$ cat config.mk
export PLATFORM = sky130hd
export DESIGN_NAME = clksel_ctrl
export DESIGN_NICKNAME = d
export VERILOG_FILES = /design/src/rtl/clksel_ctrl.sv
export SDC_FILE = /design/constraint.sdc
export NUM_CORES = 1
export LEC_CHECK = 0
export CAP_MARGIN = 20
export CORE_ASPECT_RATIO = 1.5
export CORE_MARGIN = 10
export CORE_UTILIZATION = 40
export CTS_BUF_LIST = sky130_fd_sc_hd__clkbuf_16
export CTS_CLUSTER_SIZE = 10
export DETAILED_ROUTE_END_ITERATION = 10
export GPL_TIMING_DRIVEN = 1
export PLACE_DENSITY_LB_ADDON = 0.05
export SYNTH_ARGS = -nofsm -noshare
export SYNTH_HDL_FRONTEND = slang
export SYNTH_SLANG_ARGS = --single-unit
$ cat constraint.sdc
create_clock -name lsclk_in -period 6.6 [get_ports lsclk_in]
set_clock_uncertainty 0.05 [all_clocks]
set_input_delay 0.66 -clock lsclk_in [delete_from_list [all_inputs] [get_ports lsclk_in]]
set_output_delay 0.66 -clock lsclk_in [all_outputs]
set_load 0.02 [all_outputs]
$ cat src/rtl/clksel_ctrl.sv
// Clock-switch initiator: requests the fast CPU clock when allowed, picks the divider,
// and waits for the switch's synchronised acknowledgements before changing state.
module clksel_ctrl #(
  parameter int SYNC_STAGES    = 2,
  parameter int HOLDOFF_CYCLES = 8,
  parameter int TIMEOUT        = 255,
  parameter int CNT_W          = 8
) (
  input  logic       lsclk_in,
  input  logic       rst,
  input  logic       hs_enable_cfg,
  input  logic [1:0] div_cfg,
  input  logic       slow_req,
  input  logic       hsclk_selected,
  input  logic       lsclk_selected,
  output logic       hsclk_sel,
  output logic [1:0] cpuclk_div_sel,
  output logic       in_hs,
  output logic       switch_busy,
  output logic       timeout_err
);

  typedef enum logic [1:0] {
    ST_LS    = 2'b00,
    ST_TO_HS = 2'b01,
    ST_HS    = 2'b10,
    ST_TO_LS = 2'b11
  } state_e;

  localparam logic [CNT_W-1:0] HOLD_INIT = CNT_W'(HOLDOFF_CYCLES);
  localparam logic [CNT_W-1:0] TO_MAX    = CNT_W'(TIMEOUT);
  localparam logic [CNT_W-1:0] CNT_ZERO  = {CNT_W{1'b0}};
  localparam logic [CNT_W-1:0] CNT_ONE   = CNT_W'(1);

  state_e                 state_q, state_d;
  logic [CNT_W-1:0]       hold_cnt_q, hold_cnt_d;
  logic [CNT_W-1:0]       to_cnt_q, to_cnt_d;
  logic [SYNC_STAGES-1:0] hs_sync_q, hs_sync_d;
  logic [SYNC_STAGES-1:0] ls_sync_q, ls_sync_d;
  logic                   hsclk_sel_q, hsclk_sel_d;
  logic [1:0]             div_sel_q, div_sel_d;
  logic                   in_hs_q, in_hs_d;
  logic                   busy_q, busy_d;
  logic                   terr_q, terr_d;
  logic                   hs_ack_s, ls_ack_s;
  logic                   abort_s;
  logic [CNT_W-1:0]       to_inc_s;

  assign hs_ack_s = hs_sync_q[SYNC_STAGES-1];
  assign ls_ack_s = ls_sync_q[SYNC_STAGES-1];

  assign hsclk_sel      = hsclk_sel_q;
  assign cpuclk_div_sel = div_sel_q;
  assign in_hs          = in_hs_q;
  assign switch_busy    = busy_q;
  assign timeout_err    = terr_q;

  always_ff @(posedge lsclk_in or posedge rst) begin
    if (rst) begin
      state_q     <= ST_LS;
      hold_cnt_q  <= HOLD_INIT;
      to_cnt_q    <= CNT_ZERO;
      hs_sync_q   <= {SYNC_STAGES{1'b0}};
      ls_sync_q   <= {SYNC_STAGES{1'b1}};
      hsclk_sel_q <= 1'b0;
      div_sel_q   <= 2'b00;
      in_hs_q     <= 1'b0;
      busy_q      <= 1'b0;
      terr_q      <= 1'b0;
    end else begin
      state_q     <= state_d;
      hold_cnt_q  <= hold_cnt_d;
      to_cnt_q    <= to_cnt_d;
      hs_sync_q   <= hs_sync_d;
      ls_sync_q   <= ls_sync_d;
      hsclk_sel_q <= hsclk_sel_d;
      div_sel_q   <= div_sel_d;
      in_hs_q     <= in_hs_d;
      busy_q      <= busy_d;
      terr_q      <= terr_d;
    end
  end

  always_comb begin
    hs_sync_d   = {hs_sync_q[SYNC_STAGES-2:0], hsclk_selected};
    ls_sync_d   = {ls_sync_q[SYNC_STAGES-2:0], lsclk_selected};
    state_d     = state_q;
    hold_cnt_d  = hold_cnt_q;
    to_cnt_d    = to_cnt_q;
    hsclk_sel_d = hsclk_sel_q;
    div_sel_d   = div_sel_q;
    terr_d      = terr_q;
    abort_s     = slow_req | ~hs_enable_cfg;
    to_inc_s    = (to_cnt_q == TO_MAX) ? to_cnt_q : to_cnt_q + CNT_ONE;

    case (state_q)
      ST_LS: begin
        if (slow_req) begin
          hold_cnt_d = HOLD_INIT;
        end else if (hold_cnt_q != CNT_ZERO) begin
          hold_cnt_d = hold_cnt_q - CNT_ONE;
        end else begin
          hold_cnt_d = CNT_ZERO;
        end
        if ((hold_cnt_q == CNT_ZERO) && hs_enable_cfg && !slow_req && ls_ack_s) begin
          state_d     = ST_TO_HS;
          hsclk_sel_d = 1'b1;
          div_sel_d   = div_cfg[1] ? 2'b10 : div_cfg;
          to_cnt_d    = CNT_ZERO;
        end
      end
      // Abort outranks a same-cycle ack, which outranks the timeout.
      ST_TO_HS: begin
        if (abort_s) begin
          state_d     = ST_TO_LS;
          hsclk_sel_d = 1'b0;
          to_cnt_d    = CNT_ZERO;
        end else if (hs_ack_s) begin
          state_d = ST_HS;
        end else if (to_cnt_q == TO_MAX) begin
          state_d     = ST_TO_LS;
          hsclk_sel_d = 1'b0;
          terr_d      = 1'b1;
          to_cnt_d    = CNT_ZERO;
        end else begin
          to_cnt_d = to_inc_s;
        end
      end
      ST_HS: begin
        if (abort_s) begin
          state_d     = ST_TO_LS;
          hsclk_sel_d = 1'b0;
          to_cnt_d    = CNT_ZERO;
        end
      end
      ST_TO_LS: begin
        if (ls_ack_s && !hs_ack_s) begin
          state_d    = ST_LS;
          hold_cnt_d = HOLD_INIT;
        end else if (to_cnt_q == TO_MAX) begin
          terr_d = 1'b1;
        end else begin
          to_cnt_d = to_inc_s;
        end
      end
      default: begin
        state_d     = ST_LS;
        hsclk_sel_d = 1'b0;
        hold_cnt_d  = HOLD_INIT;
        to_cnt_d    = CNT_ZERO;
      end
    endcase
  end

  // Status flags are registered from the next state so they move with the state itself.
  always_comb begin
    in_hs_d = (state_d == ST_HS);
    busy_d  = (state_d == ST_TO_HS) || (state_d == ST_TO_LS);
  end

endmodule

==> qor.csv, run 1 <==
metric,value,unit
DRC Markers,0,
Yosys cell types,37,
gp weighted congestion,0.9039,
layout cell share with drive strength beyond 1,8.772,%
fin area,1738,sq um
"flops & latches, synth",27,
Post-synth top flop,dfrtp_1,
critical path capture point type,flop,
Cells after Synth,155,
pin count of the biggest net entering global routing,28,
Yosys warnings,0,
Power Dens Cells,407.6,nW/um^2
setup tns final,0,ns
largest family of logic cells by synthesized area,compound AO/OA/AOI/OAI gates,
latest clock arrival within the worst-skew pair,0.26,ns
Fin. Hold Viols,0,
post-DP HPWL,2.449,mm
crit path max fanout,11,
Worst EP arrival,2.86,ns
post-synthesis sequential area ratio,46.65,%
diode count,0,
Yosys top cell area share,41.24,%
post-route minimum period,2.749,ns
total wire length,3.172,mm
Root Buffer,clkbuf_16,
Clock transition at path regs,0.07,ns
CP max stage cell,or4_4,
global route total overflow,0,
LEAKAGE,0.0007706,uW
simple-gate share of the synthesized area,19.76,%
"EDFF count, synth",0,
htree depth,1,
clk sinks,27,
M1 WL,1.194,mm
crit path cell chain,inv_1 -> ha_1 -> or4b_4 -> or4_4 -> a221o_1 -> nand2b_4 -> o41ai_2,
Setup CP Type,flop to flop,
Routed Antenna Nets,0,
worst setup path startpoint,hold_cnt_q[0]$_DFFE_PP0P_,
"top cells by count, synth","dfrtp_1 (24), o21ai_0 (21), nand2_1 (16)",
vias per inst,5.638,
placed cell area,1630,sq um
Die H,93.90,microns
Core Region,3448,sq um
unrepaired setup endpoints after global routing,no,
HP Start,hs_sync_q[0]$_DFF_PP0_,
number of global-route vias before repair,1247,
Synth Area per Inst,9.396,sq um
Final period util,41.64,%
die extent in x,69.27,microns
CTS resizes,0,
Slew headroom,59.68,%
met2 WL,1.823,mm
post-CTS setup buffer count,0,
max incr delay on CP,0.52,ns
num rows,26,
Startpoint Class,flop,
status,"finished, final reports clean",
DIE AREA,6504,sq um
max_cap viols,0,
Clock Tree Buf Depth,2,
WL/cell,14.89,microns
met3 wire length,87,microns
CP Data Required Time,6.71,ns
io pins,14,
initial DRC count,68,
Pre-Repair DR Iteration Count,6,
HP Class,flop to flop,
Max Slew Vio Count,0,
xor and xnor area share after synthesis,1.203,%
Peak VDD IR,0.2050,mV
uppermost routed layer,met4,
total track usage,9.803,%
multiplexer share of the synthesized area,1.546,%
initial antenna violation count,0,
Port-buffer cells,13,
main area contributors after synthesis,"dfrtp_1 (41%), o21ai_0 (7.2%), ha_1 (6.0%), dfstp_2 (5.4%), nand2_1 (4.1%)",
Starting Density,42.24,%
Nets,187,
syn_nets,170,
via count,1201,
final setup violation count,0,
Fmax achieved,363.8,MHz
Num CTS Buffers,3,
cell with the most instances after synthesis,dfrtp_1,
Slew @ Worst Pin,0.6007,ns
cell taking the most area after synthesis,dfrtp_1,
Synth Area in Compound Gates,21.65,%
Adder-Cell Fraction of Synth Area,6.014,%
CTS tree,yes,
Syn Std Cell Area,1456,sq um
RR Startpoint,hold_cnt_q[0]$_DFFE_PP0P_,
Area Growth Syn to Fin,19.33,%
first-pass GRT wire length,5.464,mm
Hold Buf Count CTS,0,
Async SR Flop Fraction,100.0,%
## layer usage
metal,global-route usage [%],vias to the layer above
met5,0,-
met4,4.714,0
met3,1.270,7
met2,20.41,23
met1,8.852,581
li1,-,590
## final timing paths
check | cells past startpoint | endpoint | slack (ns)
worst max-delay path | 7 | to_cnt_q[5]$_DFFE_PP0P_ | 3.85
worst min-delay path | 0 | hs_sync_q[1]$_DFF_PP0_ | 0.31
worst max register to register | 7 | to_cnt_q[5]$_DFFE_PP0P_ | 3.85
worst min register to register | 0 | hs_sync_q[1]$_DFF_PP0_ | 0.31
max in group asynchronous | 3 | hold_cnt_q[0]$_DFFE_PP0P_ | 5.40
min in group asynchronous | 2 | hold_cnt_q[5]$_DFFE_PP0P_ | 0.65
## cells in the final DEF (no fill, tap or decap), types with 2 or more instances in the layout
master            n
a21o_1            2
a21oi_1           8
a32oi_1           2
and3_1            3
clkbuf_16         3
clkdlybuf4s50_1  13
dfrtp_1          24
dfstp_2           3
ha_1              7
inv_1            10
mux2_2            2
nand2_1          16
nand2b_1          7
nand3_1           5
nor2_1            9
nor2b_1           2
nor3_1            3
o21ai_0          21
o21ai_1           3
o22ai_1           2
o31ai_1           6
or3_1             2
xnor2_1           2
## sequential cells by signal, summed over array words and instances (netlist names)
signal          cells
hold_cnt_q          8
cpuclk_div_sel      2
hs_sync_q           2
to_cnt_q            8
in_hs               1
state_q             2
timeout_err         1
ls_sync_q           2
hsclk_sel           1
## critical path, delay by kind of cell (launching register included)
kind / cells / cell delay (ns)
and+or+nand+nor: 3 / 1.21
AOI/OAI and AO/OA: 2 / 0.77
adders and majority gates: 1 / 0.13
buffers and inverters: 1 / 0.09
DFF: 1 / 0.40
## report_power, final
part / internal [uW] / switching (uW) / leakage (uW) / total, uW
combinational: 138 / 180 / 0.000380 / 318
sequential: 212 / 40.1 / 0.000349 / 252
clock: 81.8 / 56.7 / 0.0000409 / 139
## layout make-up
| cell class | count | area (sq um) |
|---|---|---|
| Fill cell | 345 | 1710 |
| Tap cell | 42 | 52.55 |
| Clock inverter | 1 | 5.005 |
| Sequential cell | 27 | 679.4 |
| Inverter | 10 | 37.54 |
| Multi-Input combinational cell | 116 | 730.7 |
| Timing Repair Buffer | 14 | 157.7 |
| Clock buffer | 3 | 75.07 |
## cell families after synthesis
family                   count (synthesis)
XOR/XNOR                                 2
multiplexers                             2
flip-flops                              27
adder cells (fa/ha/maj)                  7
buffers and inverters                   12
AO/OA/AOI/OAI                           51
AND/OR/NAND/NOR                         54
## metrics by stage
step | power, uW | util [%] | hold WS (ns) | cells | setup slack (ns)
after floorplan | 484.0 | - | 0.2812 | 155 | 4.148
after detailed placement | 573.6 | 47.28 | 0.2985 | 208 | 3.648
after global routing | 767.9 | 50.40 | 0.3135 | 213 | 3.754
final | 708.3 | 50.40 | 0.3082 | 213 | 3.851
after global placement | 567.5 | 47.28 | 0.2845 | 208 | 3.710
after CTS | 715.1 | 49.60 | 0.3109 | 212 | 3.843
Power figures use the tool's default switching activity.
==> inputs of run 2 (changes only) <==
==> constraint.sdc (replaced) <==
create_clock -name lsclk_in -period 2.7 [get_ports lsclk_in]
set_clock_uncertainty 0.05 [all_clocks]
set_input_delay 0.27 -clock lsclk_in [delete_from_list [all_inputs] [get_ports lsclk_in]]
set_output_delay 0.27 -clock lsclk_in [all_outputs]
set_load 0.02 [all_outputs]
==> qor.csv, run 2 (synthesis results as in run 1) <==
metric,value,unit,change
clk sinks,27,,unchanged
LEAKAGE,0.0007677,uW,-0.38%
WL/cell,16.32,microns,+9.6%
met3 wire length,68,microns,-22%
diode count,0,,unchanged
final setup violation count,0,,unchanged
R2R Setup Slk,0.11,ns,-3.74 ns
Slew @ Worst Pin,0.6079,ns,+0.007198 ns
post-route minimum period,2.588,ns,-0.1603 ns
met2 WL,1.960,mm,+7.5%
CTS tree,yes,,
Root Buffer,clkbuf_16,,
"commonest non-fill, non-tap cells in the layout","dfrtp_1 (24), o21ai_0 (20), nand2_1 (16), clkdlybuf4s50_1 (13), inv_1 (10)",,
global route total overflow,0,,unchanged
crit path max fanout,6,,-5
num rows,26,,unchanged
CP Data Required Time,2.81,ns,-3.90 ns
via count,1213,,+1.0%
Fmax achieved,386.4,MHz,+6.2%
Final period util,95.86,%,+54 points
setup tns final,0,ns,unchanged
total track usage,11.00,%,+1.2 points
Setup CP Type,flop to flop,,
initial DRC count,75,,+10%
RR Startpoint,hold_cnt_q[0]$_DFFE_PP0P_,,
area of the multi-input gates,730.7,sq um,unchanged
worst reg2reg endpoint,to_cnt_q[5]$_DFFE_PP0P_,,
uppermost routed layer,met4,,
Die H,93.90,microns,unchanged
Clock Tree Buf Depth,2,,unchanged
Fin. Hold Viols,0,,unchanged
Area Growth Syn to Fin,18.47,%,
Power Dens Cells,1021,nW/um^2,+150%
post-DP HPWL,2.633,mm,+7.5%
max_cap viols,0,,unchanged
Num CTS Buffers,3,,unchanged
fillers,337,,-2.3%
Core Region,3448,sq um,unchanged
HP Class,primary input to async pin,,
Pre-Repair DR Iteration Count,4,,-2
Placed Cells incl. Taps,210,,+0.96%
initial antenna violation count,0,,unchanged
CTS resizes,0,,unchanged
DIE AREA,6504,sq um,unchanged
M1 WL,1.367,mm,+14%
Routed Antenna Nets,0,,unchanged
layout cell share with drive strength beyond 1,9.302,%,+0.53 points
DRC Markers,0,,unchanged
cells on worst reg2reg path,7,,unchanged
pin count of the biggest net entering global routing,28,,unchanged
gp weighted congestion,0.8775,,-2.9%
post-CTS setup buffer count,0,,unchanged
sequential standard cell area,679.4,sq um,unchanged
first-pass GRT wire length,6.065,mm,+11%
latest clock arrival within the worst-skew pair,0.26,ns,about the same
Slew headroom,59.20,%,-0.48 points
status,"finished, final reports clean",,
Starting Density,42.24,%,unchanged
Clock transition at path regs,0.07,ns,about the same
htree depth,1,,unchanged
total wire length,3.492,mm,+10%
vias per inst,5.668,,+0.53%
io pins,14,,unchanged
Hold Buf Count CTS,0,,unchanged
Overall Power,1762,uW,+150%
die extent in x,69.27,microns,unchanged
"commonest non-fill, non-tap cell in the layout",dfrtp_1,,
unrepaired setup endpoints after global routing,no,,
Startpoint Class,flop,,
Nets,188,,+0.53%
Max Slew Vio Count,0,,unchanged
number of global-route vias before repair,1303,,+4.5%
Peak VDD IR,0.5571,mV,+170%
fin cells,214,,+0.47%
Port-buffer cells,13,,unchanged
Largest regs,"hold_cnt_q x8, to_cnt_q x8",,
Worst EP arrival,2.70,ns,-0.16 ns
critical path capture point type,flop,,
==> run 2: cell count changes in the layout (fill, tap and decap cells not counted) <==
cell,before,now
buf_4,0,2
buf_16,1,0
o21ai_0,21,20
o21ai_1,3,4
==> run 2: final cells by class <==
cell class | instances | area share [%]
clock inverters | 1 | 0.2901
clock buffers | 3 | 4.351
multi-input cells | 116 | 42.35
inverters | 10 | 2.175
repair buffers | 15 | 8.412
well taps | 42 | 3.046
flip-flops and latches | 27 | 39.38
==> run 2: per-stage QoR <==
| stage | worst slack, ns | instance area [sq um] | util, % | hold WS [ns] |
|---|---|---|---|---|
| 2_1_floorplan | 0.2477 | 1456 | - | 0.2245 |
| 3_3_place_gp | 0.1742 | 1645 | 47.71 | 0.2848 |
| 3_5_place_dp | 0.06257 | 1645 | 47.71 | 0.2970 |
| 4_1_cts | 0.03489 | 1725 | 50.04 | 0.3073 |
| 5_1_grt | 0.01245 | 1725 | 50.04 | 0.3087 |
| 6_report | 0.1118 | 1725 | 50.04 | 0.3060 |
==> run 2: worst max-delay path by stage <==
stage                                         start                      end  slack, ns  cells after the start
after floorplan           hold_cnt_q[0]$_DFFE_PP0P_  to_cnt_q[5]$_DFFE_PP0P_       0.25                      8
after global placement    hold_cnt_q[0]$_DFFE_PP0P_  to_cnt_q[7]$_DFFE_PP0P_       0.17                      8
after detailed placement  hold_cnt_q[0]$_DFFE_PP0P_  to_cnt_q[7]$_DFFE_PP0P_       0.06                      8
after CTS                 hold_cnt_q[0]$_DFFE_PP0P_  to_cnt_q[7]$_DFFE_PP0P_       0.03                      8
after global routing      hold_cnt_q[0]$_DFFE_PP0P_  to_cnt_q[5]$_DFFE_PP0P_       0.01                      8
final                     hold_cnt_q[0]$_DFFE_PP0P_  to_cnt_q[5]$_DFFE_PP0P_       0.11                      7
==> run 2: power breakdown <==
| part | internal [uW] | switching (uW) |
|---|---|---|
| Sequential | 518 | 104 |
| Combinational | 347 | 453 |
| Clock | 200 | 141 |
| Total | 1060 | 697 |
==> run 2: layer usage <==
metal / track usage [%] / up-vias
met2: 21.41 / 16
li1: - / 589
met5: 0 / -
met1: 10.57 / 598
met4: 5.387 / 0
met3: 2.328 / 10
==> run 2: critical path: stages, from the launching register on <==
cell and delay (ns):
dfrtp_1 0.40, inv_1 0.08, ha_1 0.15, or4b_4 0.48, or4_4 0.52, a221o_1 0.34, nand2b_4 0.18, o41ai_2 0.28
==> inputs of run 3 (changes only) <==
--- a/config.mk
+++ b/config.mk
@@ -5,6 +5,7 @@
 export SDC_FILE = /design/constraint.sdc
 export NUM_CORES = 1
 export LEC_CHECK = 0
+export ABC_AREA = 1
 export CAP_MARGIN = 20
 export CORE_ASPECT_RATIO = 1.5
 export CORE_MARGIN = 10
==> qor.csv, run 3 <==
metric,value,unit,change
cell taking the most area after synthesis,dfrtp_1,,
Net Switching,818.6,uW,+17%
Cells after Synth,221,,+43%
Hold Buf Count CTS,0,,unchanged
Num CTS Buffers,3,,unchanged
io pins,14,,unchanged
Syn Std Cell Area,1742,sq um,+20%
Slew @ Worst Pin,0.4190,ns,-0.1889 ns
Clk pwr share,18.1,%,-1.2 points
Synth Area per Inst,7.881,sq um,-16%
Yosys warnings,0,,unchanged
Async SR Flop Fraction,100.0,%,unchanged
"commonest non-fill, non-tap cells in the layout","nand2_1 (58), inv_1 (27), dfrtp_1 (24), inv_2 (14)",,
Die H,100.8,microns,+7.4%
power share of the combinational group,50.5,%,+5.1 points
LEAKAGE,0.001022,uW,+33%
gp weighted congestion,0.8280,,-5.6%
Startpoint Class,flop,,
unrepaired setup endpoints after global routing,no,,
Largest regs,"hold_cnt_q x8, to_cnt_q x8",,
setup tns final,0,ns,unchanged
Post-synth top flop,dfrtp_1,,
sequential standard cell area,679.4,sq um,unchanged
main area contributors after synthesis,"dfrtp_1 (34%), nand2_1 (13%), inv_1 (5.8%), ha_1 (5.0%), dfstp_2 (4.5%)",,
Nets,253,,+35%
P_int,1051,uW,-1.3%
diode count,0,,unchanged
critical path capture point type,flop,,
R2R Setup Slk,0.91,ns,+0.80 ns
status,"finished, final reports clean",,
Starting Density,41.38,%,-0.86 points
Fin. Hold Viols,0,,unchanged
Clock transition at path regs,0.07,ns,about the same
"flops & latches, synth",27,,unchanged
DRC Markers,0,,unchanged
Reg power frac,31.4,%,-3.9 points
HP Class,flop to flop,,
Routed Antenna Nets,0,,unchanged
Peak VDD IR,0.6551,mV,+18%
Max Slew Vio Count,0,,unchanged
WHS,0.3067,ns,+0.0006970 ns
CTS resizes,0,,unchanged
total wire length,3.590,mm,+2.8%
Power Dens Cells,934.1,nW/um^2,-8.5%
DIE AREA,7448,sq um,+15%
Yosys cell types,33,,-11%
crit path max fanout,9,,+3
syn_nets,236,,+39%
CP Data Required Time,2.83,ns,+0.02 ns
Port-buffer cells,13,,unchanged
vias per inst,4.919,,-13%
"EDFF count, synth",0,,unchanged
number of global-route vias before repair,1447,,+11%
max_cap viols,0,,unchanged
Root Buffer,clkbuf_16,,
sw frac,43.78,%,+4.2 points
via count,1392,,+15%
Slew headroom,72.06,%,+13 points
HP Start,ls_sync_q[0]$_DFF_PP1_,,
first-pass GRT wire length,6.361,mm,+4.9%
CTS tree,yes,,
pin count of the biggest net entering global routing,28,,unchanged
Clock Tree Buf Depth,2,,unchanged
Yosys top cell area share,34.48,%,-6.8 points
post-route minimum period,1.789,ns,-0.7993 ns
"top cells by count, synth","nand2_1 (58), inv_1 (27), dfrtp_1 (24)",,
initial antenna violation count,0,,unchanged
area of the multi-input gates,889.6,sq um,+22%
initial DRC count,29,,-61%
Worst EP arrival,1.92,ns,-0.78 ns
WL/cell,12.69,microns,-22%
"commonest non-fill, non-tap cell in the layout",nand2_1,,
fillers,423,,+26%
cell with the most instances after synthesis,nand2_1,,
die extent in x,73.88,microns,+6.7%
num rows,29,,+12%
Area Growth Syn to Fin,14.94,%,
post-DP HPWL,2.801,mm,+6.4%
global route total overflow,0,,unchanged
htree depth,1,,unchanged
Fmax achieved,559.0,MHz,+45%
post-CTS setup buffer count,0,,unchanged
clk sinks,27,,unchanged
layout cell share with drive strength beyond 1,17.30,%,+8.0 points
Core Region,4209,sq um,+22%
RR Startpoint,state_q[1]$_DFF_PP0_,,
worst setup path startpoint,state_q[1]$_DFF_PP0_,,
Pre-Repair DR Iteration Count,4,,unchanged
total track usage,10.40,%,-0.60 points
latest clock arrival within the worst-skew pair,0.26,ns,about the same
Setup CP Type,flop to flop,,
Final period util,66.26,%,-30 points
final setup violation count,0,,unchanged
post-synthesis sequential area ratio,39.01,%,-7.6 points
-- run 3: changes by cell type in the layout (fill, tap and decap cells not counted), moves of 4 or more --
cell and change:
a21oi_1 -5, nand2b_1 -7, inv_2 +14, o31ai_1 -6
nand3_1 +8, xor2_1 +7, nand4_1 +6, nand2_1 +42
o21ai_0 -12, nand2_2 +4, inv_1 +17
-- run 3: layout make-up --
type	count	area share (%)
tap	46	2.875
sequential	27	33.94
clock buffer	3	3.750
timing repair buffer	14	6.875
inverter	42	7.875
clock inverter	1	0.2500
multi-input combinational	150	44.44
-- run 3: power groups by stage --
stage	Combinational, uW	Sequential [uW]	Clock [uW]
floorplan	708	614	0
global placement	960	596	0
detailed placement	956	594	0
CTS	961	588	350
global route	1070	601	364
finish	945	588	338
-- run 3: stage by stage --
stage | worst slack [ns] | power (uW) | area [sq um] | std cells | util (%)
floorplan | 1.059 | 1322 | 1742 | 221 | -
global placement | 0.9280 | 1555 | 1922 | 279 | 45.66
detailed placement | 0.9309 | 1550 | 1922 | 279 | 45.66
CTS | 0.9093 | 1899 | 2002 | 283 | 47.56
global route | 0.7387 | 2038 | 2002 | 283 | 47.56
finish | 0.9111 | 1870 | 2002 | 283 | 47.56
-- run 3: worst paths after layout --
| check | to | cells after the start |
|---|---|---|
| max in group asynchronous | hold_cnt_q[3]$_DFFE_PP1P_ | 3 |
| hold / removal | ls_sync_q[1]$_DFF_PP1_ | 0 |
| hold reg to reg | ls_sync_q[1]$_DFF_PP1_ | 0 |
| setup reg to reg | hold_cnt_q[3]$_DFFE_PP1P_ | 7 |
| setup / recovery | hold_cnt_q[3]$_DFFE_PP1P_ | 7 |
| min in group asynchronous | cpuclk_div_sel[0]$_DFFE_PP0P_ | 3 |
-- run 3: per-layer routing --
metal / wire length [microns] / global-route usage, % / up-vias
li1: - / - / 733
met1: 1646 / 12.50 / 646
met2: 1809 / 17.50 / 9
met3: 78 / 2.170 / 4
met4: 55 / 3.741 / 0
met5: 0 / 0 / -
-- run 3: kinds of logic after synthesis --
group | Yosys count | synth area share (%)
compound gates | 27 | 10.27
xor+xnor | 7 | 3.520
fa+ha+maj | 7 | 5.029
buf+inv | 44 | 9.913
flops | 27 | 39.01
simple gates | 109 | 32.25
-- run 3: critical path, stage by stage (launching register included) --
cell	delay (ns)
dfrtp_1	0.43
ha_1	0.45
inv_2	0.11
nor2_1	0.20
inv_2	0.08
o21ai_4	0.11
inv_2	0.08
a22oi_1	0.19
